File: src/rtl/instr_seq_pkg.sv
// Shared constants and types for the instruction sequencer.
//
// Contents:
//   PC_W, WORD_W   program counter and instruction word widths
//   WDOG_W/MAX     watchdog counter width and timeout value
//   OP_*           opcode field values (op = word[8:6])
//   state_t, St*   sequencer FSM state encoding
//   word_op()      extracts the opcode field from a word
package instr_seq_pkg;

  localparam int unsigned PC_W     = 5;
  localparam int unsigned WORD_W   = 9;
  localparam int unsigned WDOG_W   = 4;
  localparam int unsigned WDOG_MAX = 15;

  localparam logic [2:0] OP_MV   = 3'b000;
  localparam logic [2:0] OP_MVI  = 3'b001;
  localparam logic [2:0] OP_ADD  = 3'b010;
  localparam logic [2:0] OP_SUB  = 3'b011;
  localparam logic [2:0] OP_HALT = 3'b111;

  typedef logic [2:0] state_t;

  localparam state_t StIdle     = 3'd0;
  localparam state_t StFetch    = 3'd1;
  localparam state_t StLatch    = 3'd2;
  localparam state_t StIssue    = 3'd3;
  localparam state_t StImmRd    = 3'd4;
  localparam state_t StImmLatch = 3'd5;
  localparam state_t StWait     = 3'd6;
  localparam state_t StHalt     = 3'd7;

  function automatic logic [2:0] word_op(input logic [WORD_W-1:0] word);
    return word[WORD_W-1 -: 3];
  endfunction

endpackage

File: src/rtl/instr_seq_wdog.sv
// Watchdog for the WAIT state of the instruction sequencer.
// Only instantiated when INSTR_SEQ_WATCHDOG_EN is defined.
//
// Ports:
//   clk, resetn  clock and synchronous active-low reset
//   clr          clear the counter (instruction being issued)
//   count        a WAIT cycle in which the instruction has not retired
//   err_clr      a start has been accepted; drops the sticky error
//   expire       this WAIT cycle is the last one allowed
//   err          sticky timeout flag
module instr_seq_wdog
  import instr_seq_pkg::*;
(
  input  logic clk,
  input  logic resetn,
  input  logic clr,
  input  logic count,
  input  logic err_clr,
  output logic expire,
  output logic err
);

  logic [WDOG_W-1:0] cnt_q, cnt_d;
  logic              err_q, err_d;

  always_comb begin
    // The 15th un-retired WAIT cycle takes the counter to WDOG_MAX.
    expire = count && (cnt_q == WDOG_W'(WDOG_MAX - 1));

    cnt_d = cnt_q;
    if (clr) begin
      cnt_d = '0;
    end else if (count && (cnt_q != WDOG_W'(WDOG_MAX))) begin
      cnt_d = cnt_q + WDOG_W'(1);
    end

    err_d = err_q;
    if (err_clr) begin
      err_d = 1'b0;
    end else if (expire) begin
      err_d = 1'b1;
    end
  end

  always_ff @(posedge clk) begin
    if (!resetn) begin
      cnt_q <= '0;
      err_q <= 1'b0;
    end else begin
      cnt_q <= cnt_d;
      err_q <= err_d;
    end
  end

  assign err = err_q;

endmodule

File: src/rtl/instr_seq.sv
// Instruction sequencer: fetches words from program memory, presents each
// instruction (and the immediate of an mvi) on din, pulses run once per
// instruction and waits for the control unit to retire it with done.
// Optional watchdog on the WAIT state: define INSTR_SEQ_WATCHDOG_EN.
//
// Ports:
//   clk, resetn  clock and synchronous active-low reset
//   start        begin/resume issuing from pc (IDLE or HALT only)
//   stop         finish the current instruction, then go IDLE
//   done         instruction retired (one-cycle pulse)
//   mem_rdata    program memory data, valid the cycle after mem_rd
//   mem_rd       program memory read strobe
//   mem_addr     program memory address (always pc)
//   din          registered instruction / immediate word
//   run          din holds an instruction to execute
//   busy         not in IDLE or HALT
//   halted       in HALT
//   pc           program counter
//   err          watchdog timeout, sticky until start (watchdog builds only)
module instr_seq
  import instr_seq_pkg::*;
(
  input  logic              clk,
  input  logic              resetn,
  input  logic              start,
  input  logic              stop,
  input  logic              done,
  input  logic [WORD_W-1:0] mem_rdata,
  output logic              mem_rd,
  output logic [PC_W-1:0]   mem_addr,
  output logic [WORD_W-1:0] din,
  output logic              run,
  output logic              busy,
  output logic              halted,
  output logic [PC_W-1:0]   pc
`ifdef INSTR_SEQ_WATCHDOG_EN
  ,
  output logic              err
`endif
);

  state_t            state_q, state_d;
  logic [PC_W-1:0]   pc_q, pc_d;
  logic [WORD_W-1:0] din_q, din_d;
  logic              done_seen_q, done_seen_d;
  logic              stop_pend_q, stop_pend_d;

  logic busy_s;
  logic retire;
  logic wdog_expire;

  assign busy_s = (state_q != StIdle) && (state_q != StHalt);
  // A done that arrived early is held in done_seen until WAIT consumes it.
  assign retire = done || done_seen_q;

`ifdef INSTR_SEQ_WATCHDOG_EN
  logic wdog_clr, wdog_count, wdog_err_clr;

  assign wdog_clr     = (state_q == StLatch) && (state_d == StIssue);
  assign wdog_count   = (state_q == StWait) && !retire;
  assign wdog_err_clr = ((state_q == StIdle) || (state_q == StHalt)) && (state_d == StFetch);

  instr_seq_wdog u_wdog (
    .clk     (clk),
    .resetn  (resetn),
    .clr     (wdog_clr),
    .count   (wdog_count),
    .err_clr (wdog_err_clr),
    .expire  (wdog_expire),
    .err     (err)
  );
`else
  assign wdog_expire = 1'b0;
`endif

  always_comb begin
    state_d     = state_q;
    pc_d        = pc_q;
    din_d       = din_q;
    done_seen_d = done_seen_q;
    stop_pend_d = stop_pend_q || (stop && busy_s);

    case (state_q)
      StIdle: begin
        if (start && !stop) state_d = StFetch;
      end
      StFetch: begin
        state_d = StLatch;
      end
      StLatch: begin
        din_d   = mem_rdata;
        pc_d    = pc_q + PC_W'(1);
        state_d = (word_op(mem_rdata) == OP_HALT) ? StHalt : StIssue;
      end
      StIssue: begin
        state_d = (word_op(din_q) == OP_MVI) ? StImmRd : StWait;
      end
      StImmRd: begin
        state_d = StImmLatch;
      end
      StImmLatch: begin
        din_d   = mem_rdata;
        pc_d    = pc_q + PC_W'(1);
        state_d = StWait;
      end
      StWait: begin
        // Live stop counts too, so a stop coinciding with done is honoured now.
        if (retire) begin
          state_d = stop_pend_d ? StIdle : StFetch;
        end else if (wdog_expire) begin
          state_d = StIdle;
        end
      end
      StHalt: begin
        if (stop) begin
          state_d = StIdle;
        end else if (start) begin
          state_d = StFetch;
        end
      end
      default: state_d = StIdle;
    endcase

    // done is only meaningful once the instruction has been issued.
    if (done && ((state_q == StImmRd) || (state_q == StImmLatch) || (state_q == StWait))) begin
      done_seen_d = 1'b1;
    end
    if ((state_q != StIssue) && (state_d == StIssue)) done_seen_d = 1'b0;
    if ((state_q != StIdle) && (state_d == StIdle)) stop_pend_d = 1'b0;
  end

  always_ff @(posedge clk) begin
    if (!resetn) begin
      state_q     <= StIdle;
      pc_q        <= '0;
      din_q       <= '0;
      done_seen_q <= 1'b0;
      stop_pend_q <= 1'b0;
    end else begin
      state_q     <= state_d;
      pc_q        <= pc_d;
      din_q       <= din_d;
      done_seen_q <= done_seen_d;
      stop_pend_q <= stop_pend_d;
    end
  end

  assign mem_rd   = (state_q == StFetch) || (state_q == StImmRd);
  assign mem_addr = pc_q;
  assign din      = din_q;
  assign run      = (state_q == StIssue);
  assign busy     = busy_s;
  assign halted   = (state_q == StHalt);
  assign pc       = pc_q;

endmodule

File: config.mk
export PLATFORM = sky130hd
export DESIGN_NAME = instr_seq
export DESIGN_NICKNAME = d
export VERILOG_FILES = /design/src/rtl/instr_seq_pkg.sv /design/src/rtl/instr_seq_wdog.sv /design/src/rtl/instr_seq.sv
export SDC_FILE = /design/constraint.sdc
export NUM_CORES = 1
export LEC_CHECK = 0
export CAP_MARGIN = 0
export CORE_MARGIN = 4
export CORE_UTILIZATION = 45
export DETAILED_ROUTE_END_ITERATION = 7
export PLACE_DENSITY = 0.85
export SLEW_MARGIN = 20
export SYNTH_ARGS = -nofsm -noshare
export SYNTH_HDL_FRONTEND = slang
export SYNTH_SLANG_ARGS = --single-unit
File: constraint.sdc
create_clock -name clk -period 2.58 [get_ports clk]
set_input_delay 0.516 -clock clk [delete_from_list [all_inputs] [get_ports clk]]
set_output_delay 0.516 -clock clk [all_outputs]
set_load 0.02 [all_outputs]
# == Word-level counts from Yosys, hierarchy flattened ==
# Index checks and enable logic that the tools add are counted.
# word_totals
register_bits,19
latchBits,0
ramBits,0
romBits,0
in_bits,14
output_inout_bits,23
word_cells,45
memories,0
# classes
add_sub_neg,1
n_mul,0
div,0
magnitude_cmp,0
n_eq_ne,12
shifts,0
muxes,8
n_bitwise,1
reduce_logical,18
# op_table
op,n
3-bit case mux with 8 select lines,1
"3-bit equality test, second input constant",5
3-bit 2-to-1 mux,5
"3-bit by 2-bit equality test with 1-bit output, second input constant",3
"3-bit by 1-bit equality test with 1-bit output, second input constant",2
1-bit logical AND,6
3-bit logical NOT,2
2-bit OR reduction,3
"5-bit by 1-bit adder with 5-bit output, second input constant",1
1-bit logical OR,5
"3-bit by 2-bit != test with 1-bit output, second input constant",1
"3-bit != test, second input constant",1
3-bit nonzero test,1
2-bit 2-to-1 mux,1
1-bit logical NOT,1
1-bit 2-to-1 mux,1
1-bit NOT,1

# == Logic depth before layout (Yosys ltp) ==
# Gate-level depths: netlist of the first run.
# logic_depth
depth_word,10
ltp_mapped,6

# == Worst setup path after synthesis of the first run ==
# No wires, ideal clock.
# synth_timing
kind,register -> output
from,register state_q[1]
to,output busy
arrival_ns,1.011
t_required_ns,2.064
setup_slack_ns,1.053
path_stages_with_launch,4
n_path_buf,1
path_cell_list,dfxtp_1 > buf_6 > and3_1 > nor2_1
# synth_between
elab_chain_cells,2
elab_cells_between_ends,3
# synth_lines
element,line_no,source
"start, declared",instr_seq.sv:42,"state_t state_q, state_d;"
"start signal, assigned",instr_seq.sv:134,state_q <= StIdle;
"start signal, assigned",instr_seq.sv:140,state_q <= state_d;
3-bit != test / 3-bit nonzero test (equally long branches),instr_seq.sv:52,assign busy_s = (state_q != StIdle) && (state_q != StHalt);
1-bit logical AND *,instr_seq.sv:52,
"end, declared",instr_seq.sv:33,"output logic busy,"
# Every way passes the cells marked *; elsewhere a longest branch is shown, timed or not.

# == Worst setup path after layout of the first run ==
# layout_timing
from,register state_q[2]
to,output halted
# layout_between
elab_chain_cells,1
# layout_lines
element,line_no,source
3-bit equality test,instr_seq.sv:153,assign halted = (state_q == StHalt);
"end, declared",instr_seq.sv:34,"output logic halted,"
# No other way between the ends.

==> results of run 1 <==
## critical path: cells and delay by family (launching register included)
family,cells,cell delay (ns)
buffers and inverters,1,0.61
DFF,1,0.60
and+or+nand+nor,1,0.27
## through the flow
step / cells / power (W) / cell area, um2
after floorplan: 96 / 0.0004364 / 927.1
after global placement: 149 / 0.0004957 / 1247
after detailed placement: 149 / 0.0005001 / 1247
after CTS: 153 / 0.0006465 / 1274
after global routing: 153 / 0.0006691 / 1274
final: 153 / 0.0006394 / 1274
## sequential cells by signal, indices dropped and copies added, names as in the netlist
register,flops
done_seen_q,1
stop_pend_q,1
mem_addr,5
din,9
state_q,3
## synth_stat cells (all sizes together) (3+ instances only)
master / count / area, um2
and2: 6 / 37.54
buf: 9 / 70.07
xnor2: 4 / 35.03
nor2: 7 / 26.28
a21oi: 4 / 20.02
mux2i: 10 / 100.1
dfxtp: 19 / 380.4
o21ai: 3 / 15.01
nor2b: 10 / 62.56
## logic make-up (layout without fill, tap and decap cells)
family,count (synthesis),after routing
AO/OA/AOI/OAI,14,14
buffers and inverters,10,40
multiplexers,10,10
adder cells (fa/ha/maj),1,1
AND/OR/NAND/NOR,37,37
XOR/XNOR,5,5
flip-flops,19,19
## worst paths after layout
kind                            endpoint  slack [ns]
worst max-delay path              halted        0.29
worst min-delay path              din[2]        0.53
worst max register to register    din[7]        1.00
worst min register to register    din[2]        0.53
## area by class of cell
type                            instances  area share
Timing Repair Buffer                   36      0.2829
Tap cell                               27     0.02652
Clock buffer                            4     0.02063
Multi-Input combinational cell         67      0.3713
Sequential cell                        19      0.2986
## per-layer routing
layer	routed length [um]	GRT usage	vias to the layer above
li1	-	-	391
met1	832	0.1786	353
met2	1050	0.2367	16
met3	69	0.01690	2
met4	19	0.03830	0
met5	0	0	-
## power by group
part	switching [W]	internal [W]
clock network	0.0000869	0.0000600
registers	0.0000224	0.000311
logic	0.0000716	0.0000873
total	0.000181	0.000458
==> impl_metrics.tcl, run 1 <==
set metrics [dict create \
    outcome "finished clean" \
    power.density_nw_per_um2 502.0 \
    critPathArrivalTime_ns 1.78 \
    pre_cts_slack_ns 0.6096 \
    drt_iter0_markers 6 \
    vias 762 \
    relSlewSlack 0.6739 \
    grt_max_degree 20 \
    routed_via_density 4.980 \
    final_util 0.6492 \
    mostFrequentLayoutCells "clkdlybuf4s50_1 (36), dfxtp_1 (19), mux2i_1 (10), nor2b_1 (10), nor2_1 (7)" \
    async_flop_share 0 \
    wl_per_cell_um 12.88 \
    worstHoldStart "din[2]" \
    ff2ff_path_depth 4 \
    clock-sinks 19 \
    clk_pin_slew_worst_paths_ns 0.10 \
    cp-startpoint "state_q[2]" \
    final_common_cell "clkdlybuf4s50_1" \
    regArea_um2 380.4 \
    cts_tree "built" \
    netlist_area_um2 927.1 \
    synthSimpleGateAreaFrac 0.2375 \
    drc_errors 0 \
    final-hold-violation-count 0 \
    port_buffers 36 \
    rsz0062_at_grt "no" \
    final.setup_skew_ns 0.001780 \
    wirelength_um 1971 \
    cts_setup_buffers 0 \
    maxCapViolCount 0 \
    leakagePower_nw 0.4634 \
    synth.distinct_cells 30 \
    ctsHoldBuffers 0 \
    core_area_um2 1962 \
    synthAdderAreaFrac 0.01350 \
    drt_first_pass_iters 4 \
    nFillCells 183 \
    yosysWarnings 0 \
    synth_xor_area_frac 0.04723 \
    synth_nets 111 \
    synth_compound_area_frac 0.1039 \
    tightest_slew_ns 0.4876 \
    hold_ws_ns 0.5312 \
    min_path_cells 2 \
    diodes 0 \
    critical_path_class "flip-flop to primary output" \
    clockBufferDepth 2 \
    track_usage 0.1380 \
    worstPathCellList "and3_1 > clkdlybuf4s50_1" \
    routabilityCongestion 0.8157 \
    syn_inst 96 \
    startpoint_type "flip-flop" \
    post_cts_resized 0 \
    start_util 0.4726 \
    r2r-start "state_q[1]" \
    final_max_slew_viol_count 0 \
    clockRootBuffer "clkbuf_4" \
    synth-main-ff-cell "dfxtp_1" \
    synth_edf_count 0 \
    slowest_delay_ns 0.61 \
    hold_class "flip-flop to flip-flop" \
    dieArea_um2 2850 \
    crit_path_top_delay_cell "clkdlybuf4s50_1" \
    synth_top_family_by_area "simple AND/OR/NAND/NOR gates" \
    worstSkewPairLatency_ns 0.29 \
    cts-buffers-inserted 3 \
    peakVddDrop_mv 0.2380 \
    dp_hpwl_um 1515 \
    synth_area_per_cell_um2 9.658 \
    fp.dieW_um 53.39 \
    setup_viol 0 \
    area_delta_synth_final_pct 37.38 \
    io_pins 37 \
    fin_crit_sh 0.8887 \
    grt_overflow 0 \
    finalCriticalPeriod_ns 2.293 \
    die_y_um 53.39 \
    ys_seq_elements 19 \
    drive_gt1_frac 0.03968 \
    grt_pass1_wl_um 2939 \
    h-tree-depth 1 \
    fin_nets 142 \
    antenna_found_initial 0 \
    std_cell_rows 16 \
    setup_ws_ns 0.2873 \
    required_ns 2.06 \
    tns_ns 0 \
    endpoint_kind "primary output" \
    yosysSeqAreaShare 0.4103 \
    multiInputGateArea_um2 473.0 \
    crit_fanout 14 \
    antenna_left 0 \
    first_global_vias 637 \
    synthMuxAreaShare 0.1080 \
    fmax_mhz 436.2 \
]
Note: power is estimated with default switching activity, not from simulation.
==> inputs of run 2 (changes only) <==
--- a/config.mk
+++ b/config.mk
@@ -6,11 +6,10 @@
 export NUM_CORES = 1
 export LEC_CHECK = 0
 export CAP_MARGIN = 0
-export CORE_MARGIN = 4
+export CORE_MARGIN = 1
 export CORE_UTILIZATION = 45
 export DETAILED_ROUTE_END_ITERATION = 7
 export PLACE_DENSITY = 0.85
-export SLEW_MARGIN = 20
 export SYNTH_ARGS = -nofsm -noshare
 export SYNTH_HDL_FRONTEND = slang
 export SYNTH_SLANG_ARGS = --single-unit
==> run 2 against run 1 <==
Cell area did not move. Power rose by 0.23%. Register-to-register slack barely moved. Clock skew rose by 0.0026 ns. Clock power barely moved. First-iteration DRC count rose by 33%. Sequential power barely moved. Non-clock buffer count did not move. Largest cell class unchanged. Routed wire length fell by 4.1%. Utilization rose by 0.67 points.
==> impl_metrics.tcl, run 2 (synthesized netlist as in run 1, its figures left out) <==
set metrics [dict create \
    vias 772 \
    crit_fanout 13 \
    clk_pin_slew_worst_paths_ns 0.10 \
    hold_class "flip-flop to flip-flop" \
    antenna_found_initial 0 \
    design_area_um2 1274 \
    min_path_cells 2 \
    hold_ws_ns 0.5315 \
    drive_gt1_frac 0.03968 \
    fp.dieW_um 47.39 \
    ff2ff_path_depth 4 \
    power.density_nw_per_um2 503.1 \
    grt_pass1_wl_um 2704 \
    diodes 0 \
    core_area_um2 1942 \
    peakVddDrop_mv 0.3638 \
    drc_errors 0 \
    drt_iter0_markers 8 \
    place_area_um2 1247 \
    drt_first_pass_iters 4 \
    first_global_vias 629 \
    antenna_left 0 \
    cts_tree "built" \
    die_y_um 47.39 \
    leakagePower_nw 0.4634 \
    h-tree-depth 1 \
    fmax_mhz 429.4 \
    maxCapViolCount 0 \
    wirelength_um 1890 \
    grt_max_degree 20 \
    largest_register_ffs 9 \
    finalCriticalPeriod_ns 2.329 \
    cts_setup_buffers 0 \
    dp_hpwl_um 1357 \
    area_delta_synth_final_pct 37.38 \
    fin_crit_sh 0.9026 \
    critPathArrivalTime_ns 1.81 \
    startpoint_type "flip-flop" \
    setup_viol 0 \
    routabilityCongestion 0.7531 \
    ctsHoldBuffers 0 \
    routed_via_density 5.046 \
    nFillCells 163 \
    final_common_cell "clkdlybuf4s50_1" \
    tns_ns 0 \
    rsz0062_at_grt "no" \
    io_pins 37 \
    dp.cells 149 \
    outcome "finished clean" \
    critical_path_class "flip-flop to primary output" \
    cts-buffers-inserted 3 \
    clockRootBuffer "clkbuf_4" \
    post_cts_resized 0 \
    clockBufferDepth 2 \
    relSlewSlack 0.6446 \
    tightest_slew_ns 0.5314 \
    fin_nets 142 \
    mostFrequentLayoutCells "clkdlybuf4s50_1 (36), dfxtp_1 (19), mux2i_1 (10), nor2b_1 (10), nor2_1 (7)" \
    dieArea_um2 2246 \
    std_cell_rows 16 \
    endpoint_kind "primary output" \
    final_util 0.6559 \
    fin_cells 153 \
    final_max_slew_viol_count 0 \
    start_util 0.4774 \
    final.setup_skew_ns 0.004378 \
    wl_per_cell_um 12.35 \
    port_buffers 36 \
    final-hold-violation-count 0 \
    grt_overflow 0 \
    worstSkewPairLatency_ns 0.30 \
    track_usage 0.1807 \
    required_ns 2.06 \
    clock-sinks 19 \
]
[run 2: cell counts in the layout (fill, tap and decap cells not counted)]
Identical to the previous run, type by type.
[run 2: final timing paths]
kind | start | end | slack, ns
worst max-delay path | state_q[0] | run | 0.25
worst min register to register | din[1] | din[1] | 0.53
worst min-delay path | din[1] | din[1] | 0.53
worst max register to register | state_q[1] | din[2] | 0.99
[run 2: worst max-delay path, cell delays in order, from the launching register on]
cell and delay [ns]:
dfxtp_1 0.61, nand2_1 0.18, nor2_1 0.12, clkdlybuf4s50_1 0.61
[run 2: metal layers]
layer	vias up	wire (um)	track usage
met2	26	895	0.2877
met4	0	22	0.06857
met5	-	0	0
met3	4	118	0.07692
li1	390	-	-
met1	352	854	0.2148
[run 2: report_power, final]
part	internal, W	switching (W)	leakage, nW
combinational	0.0000873	0.0000711	0.294
sequential	0.000311	0.0000234	0.154
clock	0.0000603	0.0000877	0.0150
[run 2: per-stage QoR]
step	power (W)	worst slack, ns
4_1_cts	0.0006501	0.2425
2_1_floorplan	0.0004364	1.053
5_1_grt	0.0006718	0.1571
3_5_place_dp	0.0004995	0.5794
3_3_place_gp	0.0004951	0.6068
6_report	0.0006408	0.2513
[run 2: cell type report]
| type | instances | area (um2) | share of cell area |
|---|---|---|---|
| Multi-Input combinational cell | 67 | 473.0 | 0.3713 |
| Sequential cell | 19 | 380.4 | 0.2986 |
| Timing Repair Buffer | 36 | 360.3 | 0.2829 |
| Tap cell | 27 | 33.78 | 0.02652 |
| Clock buffer | 4 | 26.28 | 0.02063 |
